==> config.mk <==
export PLATFORM = sky130hd
export DESIGN_NAME = async_fifo_wr_ctrl_flat
export DESIGN_NICKNAME = d
export VERILOG_FILES = /design/src/rtl/async_fifo_pkg.sv /design/src/rtl/async_fifo_wr_ctrl_if.sv /design/src/rtl/gray_ptr_sync.sv /design/src/rtl/async_fifo_wr_ctrl.sv /design/src/flat_wrapper.sv
export SDC_FILE = /design/constraint.sdc
export NUM_CORES = 1
export LEC_CHECK = 0
export BUFFER_PORTS_ARGS = -buffer_cell sky130_fd_sc_hd__buf_2
export CAP_MARGIN = 20
export CORE_ASPECT_RATIO = 0.8
export CORE_MARGIN = 3
export CORE_UTILIZATION = 39
export CTS_BUF_LIST = sky130_fd_sc_hd__clkbuf_8
export DETAILED_ROUTE_END_ITERATION = 8
export HOLD_SLACK_MARGIN = 0.08
export PLACE_DENSITY = 0.69
export SYNTH_ARGS = -nofsm -noshare
export SYNTH_HDL_FRONTEND = slang
export SYNTH_SLANG_ARGS = --single-unit
==> constraint.sdc <==
create_clock -name Clk -period 3.3 [get_ports Clk]
set_input_delay 0.495 -clock Clk [delete_from_list [all_inputs] [get_ports Clk]]
set_output_delay 0.495 -clock Clk [all_outputs]
set_load 0.01 [all_outputs]
==> src/rtl/async_fifo_pkg.sv <==
// Shared definitions for the dual-clock FIFO write- and read-side controllers:
// controller state enum, synchronizer depth and Gray/binary conversion helpers.
// Build option: define ASYNC_FIFO_WR_SYNC3_EN for a three-flop pointer
// synchronizer (longer INIT, one extra edge of read-release latency).
package async_fifo_pkg;

    typedef enum logic [0:0] {
        INIT = 1'b0,
        RUN  = 1'b1
    } wr_state_e;

`ifdef ASYNC_FIFO_WR_SYNC3_EN
    localparam int SYNC_STAGES = 3;
`else
    localparam int SYNC_STAGES = 2;
`endif

    // Helpers work on a 32-bit container; callers size-cast to the pointer width.
    function automatic logic [31:0] bin2gray(input logic [31:0] b);
        return b ^ (b >> 1);
    endfunction

    function automatic logic [31:0] gray2bin(input logic [31:0] g);
        logic [31:0] b;
        b[31] = g[31];
        for (int i = 30; i >= 0; i--) begin
            b[i] = b[i+1] ^ g[i];
        end
        return b;
    endfunction

endpackage

==> src/rtl/async_fifo_wr_ctrl_if.sv <==
// Write-side controller bus: producer request, RAM write port, pointer
// exchange with the read domain and status flags.
// master = producer/environment side, slave = write controller.
interface async_fifo_wr_ctrl_if #(
    parameter int ADDR_WIDTH = 4
);
    logic                  WrReq_in;
    logic                  WrEn_out;
    logic [ADDR_WIDTH-1:0] WrAddr_out;
    logic [ADDR_WIDTH:0]   WrPtrGray_out;
    logic [ADDR_WIDTH:0]   RdPtrGray_in;
    logic                  Full_out;
    logic                  AlmostFull_out;
    logic [ADDR_WIDTH:0]   Level_out;
    logic                  Overflow_out;

    modport master (
        output WrReq_in,
        output RdPtrGray_in,
        input  WrEn_out,
        input  WrAddr_out,
        input  WrPtrGray_out,
        input  Full_out,
        input  AlmostFull_out,
        input  Level_out,
        input  Overflow_out
    );

    modport slave (
        input  WrReq_in,
        input  RdPtrGray_in,
        output WrEn_out,
        output WrAddr_out,
        output WrPtrGray_out,
        output Full_out,
        output AlmostFull_out,
        output Level_out,
        output Overflow_out
    );
endinterface

==> src/rtl/gray_ptr_sync.sv <==
// Plain flop-chain synchronizer for a Gray-coded pointer crossing clock
// domains. Only one bit changes per source update, so every stage holds
// either the old or the new pointer value.
module gray_ptr_sync #(
    parameter int WIDTH  = 5,
    parameter int STAGES = 2
) (
    input  logic             clk,
    input  logic             rst,
    input  logic [WIDTH-1:0] d,
    output logic [WIDTH-1:0] q
);

    logic [WIDTH-1:0] stage_r [STAGES];

    // Shift the incoming pointer through the synchronizer chain.
    always_ff @(posedge clk) begin
        if (rst) begin
            for (int i = 0; i < STAGES; i++) begin
                stage_r[i] <= '0;
            end
        end else begin
            stage_r[0] <= d;
            for (int i = 1; i < STAGES; i++) begin
                stage_r[i] <= stage_r[i-1];
            end
        end
    end

    assign q = stage_r[STAGES-1];

endmodule

==> src/rtl/async_fifo_wr_ctrl.sv <==
// Write-side pointer and flag controller of the dual-clock FIFO. Owns the
// Gray write pointer, synchronizes the read Gray pointer and derives
// Full / AlmostFull / Level / sticky Overflow, all in the write clock domain.
// Build option: ASYNC_FIFO_WR_SYNC3_EN selects a three-flop synchronizer.
module async_fifo_wr_ctrl #(
    parameter int ADDR_WIDTH = 4,
    parameter int AF_MARGIN  = 2
) (
    input logic                Clk,
    input logic                Reset_in,
    async_fifo_wr_ctrl_if.slave bus
);
    import async_fifo_pkg::*;

    localparam int PTR_W = ADDR_WIDTH + 1;
    localparam int DEPTH = 1 << ADDR_WIDTH;
    localparam logic [PTR_W-1:0] AF_LEVEL   = PTR_W'(DEPTH - AF_MARGIN);
    localparam logic [1:0]       INIT_LAST  = 2'(SYNC_STAGES - 1);

    wr_state_e             state_r;
    wr_state_e             state_s;
    logic [1:0]            init_cnt_r;
    logic [1:0]            init_cnt_s;

    logic [PTR_W-1:0]      wr_bin_r;
    logic [PTR_W-1:0]      wr_bin_next_s;
    logic [PTR_W-1:0]      wr_gray_r;
    logic [PTR_W-1:0]      wr_gray_next_s;
    logic [ADDR_WIDTH-1:0] wr_addr_r;

    logic [PTR_W-1:0]      rd_gray_s;
    logic [PTR_W-1:0]      rd_bin_s;
    logic [PTR_W-1:0]      full_gray_s;
    logic [PTR_W-1:0]      level_r;
    logic [PTR_W-1:0]      level_next_s;

    logic                  wr_en_s;
    logic                  full_r;
    logic                  full_next_s;
    logic                  af_r;
    logic                  af_next_s;
    logic                  ovf_r;
    logic                  ovf_next_s;

    gray_ptr_sync #(
        .WIDTH  (PTR_W),
        .STAGES (SYNC_STAGES)
    ) u_rd_sync (
        .clk (Clk),
        .rst (Reset_in),
        .d   (bus.RdPtrGray_in),
        .q   (rd_gray_s)
    );

    // Write strobe: only in RUN and only while not full.
    always_comb begin
        wr_en_s = bus.WrReq_in & ~full_r & (state_r == RUN);
    end

    // Next-state logic: INIT waits until the synchronizer holds real data.
    always_comb begin
        state_s    = state_r;
        init_cnt_s = init_cnt_r;
        case (state_r)
            INIT: begin
                if (init_cnt_r == INIT_LAST) begin
                    state_s    = RUN;
                    init_cnt_s = 2'd0;
                end else begin
                    state_s    = INIT;
                    init_cnt_s = init_cnt_r + 2'd1;
                end
            end
            RUN: begin
                state_s    = RUN;
                init_cnt_s = 2'd0;
            end
            default: begin
                state_s    = INIT;
                init_cnt_s = 2'd0;
            end
        endcase
    end

    // Pointer advance and flag computation, including this cycle's accept.
    always_comb begin
        wr_bin_next_s  = wr_bin_r;
        wr_gray_next_s = wr_gray_r;
        full_next_s    = 1'b1;
        ovf_next_s     = ovf_r;

        if (wr_en_s) begin
            wr_bin_next_s = wr_bin_r + PTR_W'(1);
        end else begin
            wr_bin_next_s = wr_bin_r;
        end
        wr_gray_next_s = PTR_W'(bin2gray(32'(wr_bin_next_s)));

        rd_bin_s     = PTR_W'(gray2bin(32'(rd_gray_s)));
        // Full when the write pointer is one whole lap ahead of the read pointer.
        full_gray_s  = {~rd_gray_s[PTR_W-1:PTR_W-2], rd_gray_s[PTR_W-3:0]};
        level_next_s = wr_bin_next_s - rd_bin_s;
        af_next_s    = (level_next_s >= AF_LEVEL);

        // Full stays forced until the edge that enters RUN.
        if (state_s == RUN) begin
            full_next_s = (wr_gray_next_s == full_gray_s);
        end else begin
            full_next_s = 1'b1;
        end

        if ((state_r == RUN) && bus.WrReq_in && full_r) begin
            ovf_next_s = 1'b1;
        end else begin
            ovf_next_s = ovf_r;
        end
    end

    // State, pointer and flag registers.
    always_ff @(posedge Clk) begin
        if (Reset_in) begin
            state_r    <= INIT;
            init_cnt_r <= 2'd0;
            wr_bin_r   <= '0;
            wr_gray_r  <= '0;
            wr_addr_r  <= '0;
            level_r    <= '0;
            full_r     <= 1'b1;
            af_r       <= 1'b0;
            ovf_r      <= 1'b0;
        end else begin
            state_r    <= state_s;
            init_cnt_r <= init_cnt_s;
            wr_bin_r   <= wr_bin_next_s;
            wr_gray_r  <= wr_gray_next_s;
            wr_addr_r  <= wr_bin_next_s[ADDR_WIDTH-1:0];
            level_r    <= level_next_s;
            full_r     <= full_next_s;
            af_r       <= af_next_s;
            ovf_r      <= ovf_next_s;
        end
    end

    assign bus.WrEn_out       = wr_en_s;
    assign bus.WrAddr_out     = wr_addr_r;
    assign bus.WrPtrGray_out  = wr_gray_r;
    assign bus.Full_out       = full_r;
    assign bus.AlmostFull_out = af_r;
    assign bus.Level_out      = level_r;
    assign bus.Overflow_out   = ovf_r;

endmodule

==> src/flat_wrapper.sv <==
// flat-port wrapper written by rule: the top's interface ports become plain ports
module async_fifo_wr_ctrl_flat import async_fifo_pkg::*;
#(
    parameter int ADDR_WIDTH = 4,
    parameter int AF_MARGIN  = 2
)
  (Clk, Reset_in, bus_WrReq_in, bus_RdPtrGray_in, bus_WrEn_out, bus_WrAddr_out, bus_WrPtrGray_out, bus_Full_out, bus_AlmostFull_out, bus_Level_out, bus_Overflow_out);
  async_fifo_wr_ctrl_if #(.ADDR_WIDTH(ADDR_WIDTH)) bus_i ();
  input logic Clk;
  input logic Reset_in;
  input wire logic [$bits(bus_i.WrReq_in)-1:0] bus_WrReq_in;
  input wire logic [$bits(bus_i.RdPtrGray_in)-1:0] bus_RdPtrGray_in;
  output wire logic [$bits(bus_i.WrEn_out)-1:0] bus_WrEn_out;
  output wire logic [$bits(bus_i.WrAddr_out)-1:0] bus_WrAddr_out;
  output wire logic [$bits(bus_i.WrPtrGray_out)-1:0] bus_WrPtrGray_out;
  output wire logic [$bits(bus_i.Full_out)-1:0] bus_Full_out;
  output wire logic [$bits(bus_i.AlmostFull_out)-1:0] bus_AlmostFull_out;
  output wire logic [$bits(bus_i.Level_out)-1:0] bus_Level_out;
  output wire logic [$bits(bus_i.Overflow_out)-1:0] bus_Overflow_out;
  assign bus_i.WrReq_in = bus_WrReq_in;
  assign bus_i.RdPtrGray_in = bus_RdPtrGray_in;
  assign bus_WrEn_out = bus_i.WrEn_out;
  assign bus_WrAddr_out = bus_i.WrAddr_out;
  assign bus_WrPtrGray_out = bus_i.WrPtrGray_out;
  assign bus_Full_out = bus_i.Full_out;
  assign bus_AlmostFull_out = bus_i.AlmostFull_out;
  assign bus_Level_out = bus_i.Level_out;
  assign bus_Overflow_out = bus_i.Overflow_out;
  async_fifo_wr_ctrl #(.ADDR_WIDTH(ADDR_WIDTH), .AF_MARGIN(AF_MARGIN)) u_core (.Clk(Clk), .Reset_in(Reset_in), .bus(bus_i));
endmodule
---- Word-level counts from Yosys, hierarchy flattened ----
Memory sizes are Yosys's and may differ from the RTL's.
Cells that the tools add are included.
operators by class
  add/sub/neg operators ................... 3
  $mul .................................... 0
  div/mod/pow operators ................... 0
  $lt $le $gt $ge ......................... 1
  equality and inequality tests ........... 2
  shifts and indexed selects .............. 0
  mux-type cells .......................... 10
  bitwise operators ....................... 13
  reductions and logical operators ........ 3
operators with widths
  operator                                                                number
  5-bit two-way mux                                                       3
  5-bit by 1-bit adder with 5-bit output (second input constant)          1
  5-bit equality test                                                     1
  5-bit by 4-bit >= comparator with 1-bit output (second input constant)  1
  5-bit subtractor                                                        1
  5-bit by 4-bit bitwise XOR with 5-bit output                            1
  1-bit two-way mux                                                       4
  2-bit case mux with 2 select lines                                      1
  1-bit bitwise XOR                                                       4
  1-bit inverter                                                          3
  2-bit by 1-bit adder with 2-bit output (second input constant)          1
  1-bit AND                                                               2
  2-bit by 1-bit equality test with 1-bit output (second input constant)  1
  1-bit logical AND                                                       2
  2-bit two-way mux                                                       1
  2-bit inverter                                                          1
  1-bit bitwise OR                                                        2
  1-bit case mux with 2 select lines                                      1
  2-bit OR reduction                                                      1
word-level totals
  bits in registers ....................... 25
  latch bits .............................. 0
  RAM bits ................................ 10
  memory bits (read-only) ................. 0
  output and inout port bits .............. 18
  word-level logic and storage cells ...... 42
  memories ................................ 1
memory list
  memory                    depth  bits a word  read ports  clocked after memory_dff  write ports  line                 source
  u_core.u_rd_sync.stage_r  2      5            2           0                         2            gray_ptr_sync.sv:14  logic [WIDTH-1:0] stage_r [STAGES];

---- Logic depth before layout (Yosys ltp) ----
Gate-level depths: netlist of run 1.
  word-level depth ........................ 6
  gate-level depth with buffers ........... 11
  gate-level depth less buffers ........... 11

---- Hierarchy ----
Synthesis of run 1 repeated with hierarchy kept, for this count alone.
second synthesis, totals
  cells, all modules ...................... 131
  area total of the unflattened synthesis .. 1,353.8 sq um
by module, submodules not included
  module              times used  cells an instance  area an instance (sq um)  seq. area each (sq um)
  async_fifo_wr_ctrl  1           106                1,053.5                   400.4
  gray_ptr_sync       1           25                 300.3                     200.2

---- Worst setup path before layout of run 1 ----
Ideal clock, no wire load.
  path type ............................... register to register
  from .................................... memory u_core.u_rd_sync.stage_r[1][4] (netlist: u_core.u_rd_sync.stage_r[0][9])
  to ...................................... register u_core.level_r[4] (netlist: u_core.bus.Level_out[4])
  library setup time ...................... 0.115 ns
  arrival ................................. 2.266 ns
  data required time ...................... 3.185 ns
  setup slack ............................. 0.919 ns
  stages on the path, launching flop included .. 12
  cell sequence ........................... dfxtp_1 -> xnor2_1 -> xor2_1 -> xor2_1 -> xnor2_1 -> ha_1 -> fa_1 -> inv_1 -> a21o_1 -> a21oi_1 -> xnor3_1 -> and2_1
RTL lines
  element                 line                       source
  start: declaration      gray_ptr_sync.sv:14
  end signal: assignment  async_fifo_wr_ctrl.sv:137  level_r <= level_next_s;
  end: declaration        async_fifo_wr_ctrl.sv:34   logic [PTR_W-1:0] level_r;

==> flow_summary.ini, run 1 <==
[outcome]
outcome = completed

[power_and_ir_drop]
pwr-share-comb_pct = 13.9
p_switching_mw = 0.228
internal_power_mw = 0.788
swShare_pct = 22.5
pwr-share-clk_pct = 45.1
power.total_mw = 1.02
p_per_area_nw_per_um2 = 640
peakVddDrop_mv = 0.320
leakage_nw = 0.769
p_seq_share_pct = 41.0

[sta]
maxSlewHeadroom_pct = 67.0
period_minus_slack_ns = 2.61
maxSlewViolCount = 0
fin_tns_setup_ns = 0
rsz0062_at_grt = no
finalHoldViolations = 0
finalSetupViolCount = 0
finalCritPeriodShare_pct = 79.0
clock_skew_ns = 0.00272
setup_slack_ns = 0.692
max_freq_mhz = 383
worst_slew_pin_slew_ns = 0.495

[yosys]
ys_seq_area_share_pct = 46.7
ys_dominant_reg_cell = dfxtp_1
synth_top_cells_by_area = dfxtp_1, xnor2_1, ha_1
synth_edf_count = 0
synthDistinctLibCells = 29
synth_area_sq_um = 1280
synth_top_area_share_pct = 46.7
netlist_top_cells_count = dfxtp_1, nor2_1, xnor2_1, nor2b_1, inv_1
syn_area_per_cell_sq_um = 10.4
async_flop_share_pct = 0
synth_nets = 138
synth_cells = 123
synth.most_common_cell = dfxtp_1
synth_area_leader_cell = dfxtp_1
yosysWarnings = 0
ys_seq_elements = 30

[clock_network]
ctsHtreeMaxLevel = 2
postCtsSetupRepairBufs = 0
cts_sinks = 30
clk_pin_slew_ns = 0.06
root_buffer = clkbuf_8
clockBufferDepth = 2
postCtsHoldBufs = 0
cts_buffers = 5
cts_tree = done
clock_latency_ns = 0.28
ctsResizeCount = 0

[final_layout]
final_layout_size_suffix_gt1_share_pct = 25.5
design_area_sq_um = 1590
fin_nets = 167
area_growth_pct = 23.7
num_antenna_cells = 0
post-route-util_pct = 53.7

[worst_setup_path]
cp.arrival_ns = 2.79
end_kind = register
reg2reg_from = u_core.u_rd_sync.stage_r[0][9]
start_kind = register
path_max_fanout = 4
required_ns = 3.48
startpoint = u_core.u_rd_sync.stage_r[0][9]
critical_path_class = register to register

[floorplan]
dieArea_sq_um = 4020
initial_core_util_pct = 43.5
die_y_um = 57.3
core-area_sq_um = 2960
die_w_um = 70.2
ios = 26
core.rowCount = 17

[place]
place.gp.congestion = 0.777
dp_slack_ns = 0.671
hpwlAfterDp_mm = 1.68
placed_cell_area_sq_um = 1450
placement.io_buffers = 25

[routing]
wl_mm = 2.28
ant_nets = 0
route.detailed.drc = 0
wl_per_cell_um = 12.0
vias = 906
drtIter0Drc = 52
avgViaCountPerCell = 4.74
drtPass1Iterations = 4

[global_routing]
grt_overflow = 0
antenna_found_initial = 0
globalRouteTotalUtil_pct = 12.6
grt_first_pass_wirelength_mm = 3.82
grt_max_degree = 29
grt_pass1_vias = 870

[worst_hold_path]
holdCritStartpoint = bus_RdPtrGray_in[1]
worst_hold_path_type = primary input to register

[flow_run]
cap_violations = 0
[worst max-delay path, cell delays in order (launching register included)]
cell and delay (ns):
dfxtp_1 0.34, xnor2_1 0.26, xor2_1 0.27, xor2_1 0.28, xnor2_1 0.15, ha_1 0.20, fa_1 0.22, inv_1 0.05
a21o_1 0.16, a21oi_1 0.15, xnor3_1 0.24, and2_1 0.17
[kinds of logic after synthesis]
kind of cell | after synthesis | share of synthesized area [%]
AO/OA/AOI/OAI | 11 | 5.94
buffers and inverters | 13 | 3.89
XOR/XNOR | 20 | 17.4
adder cells (fa/ha/maj) | 7 | 7.40
multiplexers | 2 | 1.56
AND/OR/NAND/NOR | 40 | 17.0
flip-flops | 30 | 46.7
[placed cells by master (no fill, tap or decap)]
cell	netlist	routed
and3_1	1	1
o2bb2ai_1	1	1
mux2i_1	2	2
nor2_1	18	18
inv_2	1	1
nor2b_1	10	10
nor4_1	2	2
a21oi_1	5	5
inv_1	8	8
clkbuf_8	0	6
and2_1	2	2
xnor3_1	3	3
a31oi_1	1	1
buf_2	0	25
ha_1	6	6
nor2_4	1	1
or3_1	1	1
nand3_1	2	2
nand2_1	1	1
fa_1	1	1
nand2b_1	1	1
o21ai_0	1	1
clkinv_2	1	1
o41ai_2	1	1
xor2_1	5	5
xnor2_1	11	11
bufinv_16	0	2
xnor2_2	1	1
a21o_1	2	2
nand3b_4	1	1
dfxtp_1	30	30
[layer usage]
layer  global-route usage, %  up-vias  share of wire [%]
li1                        -      452                  -
met1                    15.8      407                 45
met2                    18.2       40                 42
met3                    5.46        7                 11
met4                    7.38        0                2.0
met5                       0        -                  0
[sequential cells by signal, indices dropped and copies added, names as in the netlist]
register / count
u_core.u_rd_sync.stage_r: 10
u_core.init_cnt_r: 2
u_core.bus.Full_out: 1
u_core.wr_bin_r: 1
u_core.bus.AlmostFull_out: 1
u_core.bus.Level_out: 5
u_core.bus.WrAddr_out: 3
u_core.bus.WrPtrGray_out: 5
u_core.bus.Overflow_out: 1
u_core.state_r: 1
[power by group through the flow]
stage,Sequential [mW],Clock [mW],Combinational [mW]
2_1_floorplan,0.431,0,0.0904
6_report,0.416,0.458,0.142
3_5_place_dp,0.423,0,0.142
4_1_cts,0.417,0.468,0.144
5_1_grt,0.420,0.480,0.162
3_3_place_gp,0.422,0,0.138
[stage by stage]
stage                     std cells  hold slack, ns
after floorplan                 123           0.399
after global placement          183           0.407
after detailed placement        183           0.424
after CTS                       191           0.411
after global routing            191           0.420
final                           191           0.419
[path summary, 6_finish.rpt]
path	slack (ns)	cells past startpoint	end
worst max-delay path	0.69	11	u_core.bus.Level_out[4]
worst min-delay path	0.42	2	u_core.u_rd_sync.stage_r[0][1]
worst max register to register	0.69	11	u_core.bus.Level_out[4]
worst min register to register	0.44	1	u_core.u_rd_sync.stage_r[0][8]
[final cells by class]
cell class	instances	area (sq um)
clock buffer	6	82.6
clock inverter	2	60.1
fill	268	1370
inverter	10	38.8
multi-input combinational	80	634
sequential	30	601
tap	38	47.5
timing repair buffer	25	125
Power figures use the tool's default switching activity.
==> inputs of run 2 (changes only) <==
Settings changed: ABC_AREA set to 1, PLACE_DENSITY 0.69 to 0.71.
Clock period 3.3 ns to 2.2 ns, I/O delays scaled along.
==> run 2 against run 1 <==
Compared with the run above: clock power decreased by 2%; cell count rose by 38%; sequential share of layout area is 2.5 points lower; critical path depth did not move; synthesized cell count rose by 50%.
==> flow_summary.ini, run 2 <==
[clock_network]
clock_latency_ns = 0.28
root_buffer = clkbuf_8
clockBufferDepth = 2
clk_pin_slew_ns = 0.06
ctsHtreeMaxLevel = 2
cts_sinks = 30
cts_tree = done
cts_buffers = 5

[worst_setup_path]
path_cells = xnor2_2 -> xor2_2 -> xor2_2 -> xor2_1 -> inv_1 -> ha_2 -> fa_2 -> o21ai_2 -> xnor2_1 -> nand2_1 -> inv_1
reg2reg_from = u_core.u_rd_sync.stage_r[0][9]
path_max_fanout = 2
slowest_stage = fa_2
required_ns = 2.43
r2r_cells = 11
cpPeakStageDelay_ns = 0.38
path_delay_family = XOR/XNOR gates
crit_buf_inv = 2
cp.arrival_ns = 2.42
start_kind = register
rrSetupSlack_ns = 0.008
r2r-end = u_core.bus.Level_out[4]
startpoint = u_core.u_rd_sync.stage_r[0][9]
end_kind = register
cp.depth = 11
critical_path_class = register to register

[routing]
wl_per_cell_um = 10.0
route.detailed.drc = 0
wl_met2_mm = 1.18
drt-met1-wl_mm = 1.25
ant_nets = 0
vias = 1189
wl_mm = 2.65
avgViaCountPerCell = 4.50
wl_met3_um = 140
maxUsedRoutingLayer = met4
drtPass1Iterations = 4
drtIter0Drc = 85

[final_layout]
layout_common_cells = nand2_1, inv_1, dfxtp_1, nor2_1, buf_2
final_common_cell = nand2_1
fin_nets = 238
top_register = u_core.u_rd_sync.stage_r
num_antenna_cells = 0
final_cells = 264
area_growth_pct = 24.5
post-route-util_pct = 53.1
largest_reg_flops = 10
final_layout_size_suffix_gt1_share_pct = 23.7
fill_cells = 308

[yosys]
ys_seq_area_share_pct = 43.8
ys_seq_elements = 30
synth_area_leader_cell = dfxtp_1
netlist_top_cells_count = nand2_1, inv_1, dfxtp_1, nor2_1, nand3_1
yosysWarnings = 0
async_flop_share_pct = 0
synth_cells = 185
synth.most_common_cell = nand2_1
synth_top_cells_by_area = dfxtp_1, nand2_1, inv_1
ys_dominant_reg_cell = dfxtp_1
synth_top_area_share_pct = 43.8
synth_area_sq_um = 1370
synthDistinctLibCells = 19
syn_area_per_cell_sq_um = 7.42
synth_edf_count = 0
synth_nets = 200

[sta]
maxSlewHeadroom_pct = 70.7
clock_skew_ns = 0.00323
max_freq_mhz = 456
finalHoldViolations = 0
worst_slew_pin_slew_ns = 0.439
finalSetupViolCount = 0
setup_slack_ns = 0.00772
period_minus_slack_ns = 2.19
maxSlewViolCount = 0
finalCritPeriodShare_pct = 99.6
rsz0062_at_grt = yes
fin_tns_setup_ns = 0

[worst_hold_path]
worstHoldPathCells = 3
worst_hold_path_type = primary input to register
min_to = u_core.u_rd_sync.stage_r[0][2]
holdCritStartpoint = bus_RdPtrGray_in[2]

[place]
dp.cells = 254
hpwlAfterDp_mm = 1.92
place.gp.congestion = 0.837
dp_slack_ns = -0.0733
placement.io_buffers = 25

[outcome]
outcome = completed

[flow_run]
cap_violations = 0

[floorplan]
core.rowCount = 18
core-area_sq_um = 3220
initial_core_util_pct = 42.6
die_w_um = 72.3
die_y_um = 59.1
dieArea_sq_um = 4270
ios = 26

[global_routing]
grt_pass1_vias = 1037
globalRouteTotalUtil_pct = 13.6
grt_first_pass_wirelength_mm = 4.35
grt_overflow = 0
grt_max_degree = 26
antenna_found_initial = 0

[power_and_ir_drop]
leakage_nw = 0.897
power.total_mw = 1.35
p_per_area_nw_per_um2 = 788
peakVddDrop_mv = 0.390
[run 2: cell count changes after synthesis, sizes merged, moves of 2 or more]
cell and delta:
nor2 +7, inv +23, nor4 -2, nor2b -10, o21ai +3, a21o -2, xnor3 -3, and2 -2
nand3 +10, nand2 +50, nand4 +3, xnor2 -8, mux2i -2
[run 2: cell families after synthesis]
family          Yosys count  synth area share [%]
simple gates             94                  28.8
buf+inv                  35                  9.57
flops                    30                  43.8
compound gates           11                  4.19
xor+xnor                  8                  6.75
fa+ha+maj                 7                  6.93
[run 2: worst register-to-register path, cell delays in order (launching register included)]
cell     delay [ns]
dfxtp_2        0.33
xnor2_2        0.21
xor2_2         0.22
xor2_2         0.19
xor2_1         0.15
inv_1          0.05
ha_2           0.18
fa_2           0.38
o21ai_2        0.15
xnor2_1        0.13
nand2_1        0.09
inv_1          0.06
[run 2: final cells by class]
class	instances	area, sq um	area share (%)
flip-flops and latches	30	603	35.3
well taps	40	50.0	2.93
clock buffers	6	82.6	4.83
multi-input cells	120	652	38.1
repair buffers	34	193	11.3
clock inverters	2	8.76	0.512
inverters	32	120	7.03
[run 2: power breakdown]
| group | internal, mW | switching, mW |
|---|---|---|
| combinational | 0.119 | 0.149 |
| sequential | 0.601 | 0.0276 |
| clock | 0.247 | 0.204 |
[run 2: per-layer routing]
| layer | vias to the layer above | global-route usage [%] |
|---|---|---|
| li1 | 636 | - |
| met1 | 519 | 17.5 |
| met2 | 26 | 20.1 |
| met3 | 8 | 4.07 |
| met4 | 0 | 8.04 |
| met5 | - | 0 |
[run 2: worst max-delay path by stage]
stage	endpoint	slack [ns]
after floorplan	u_core.bus.AlmostFull_out	0.02
after global placement	u_core.bus.AlmostFull_out	-0.02
after detailed placement	u_core.bus.Level_out[4]	-0.07
after CTS	u_core.bus.Level_out[4]	-0.002
after global routing	u_core.bus.AlmostFull_out	-0.13
final	u_core.bus.Level_out[4]	0.008
[run 2: metrics by stage]
stage,cell area [sq um],hold slack [ns]
after CTS,1700,0.237
after global routing,1710,0.257
after global placement,1590,0.388
final,1710,0.245
after floorplan,1370,0.388
after detailed placement,1590,0.392
[run 2: what timing repair did]
action / in CTS / in global routing
setup buffers: 1 / 1
resized for setup: 3 / 3
endpoints found under the setup margin: 2 / 4
pin swaps: 5 / 7
hold buffers: 0 / 0
hold endpoints to repair: 0 / 0
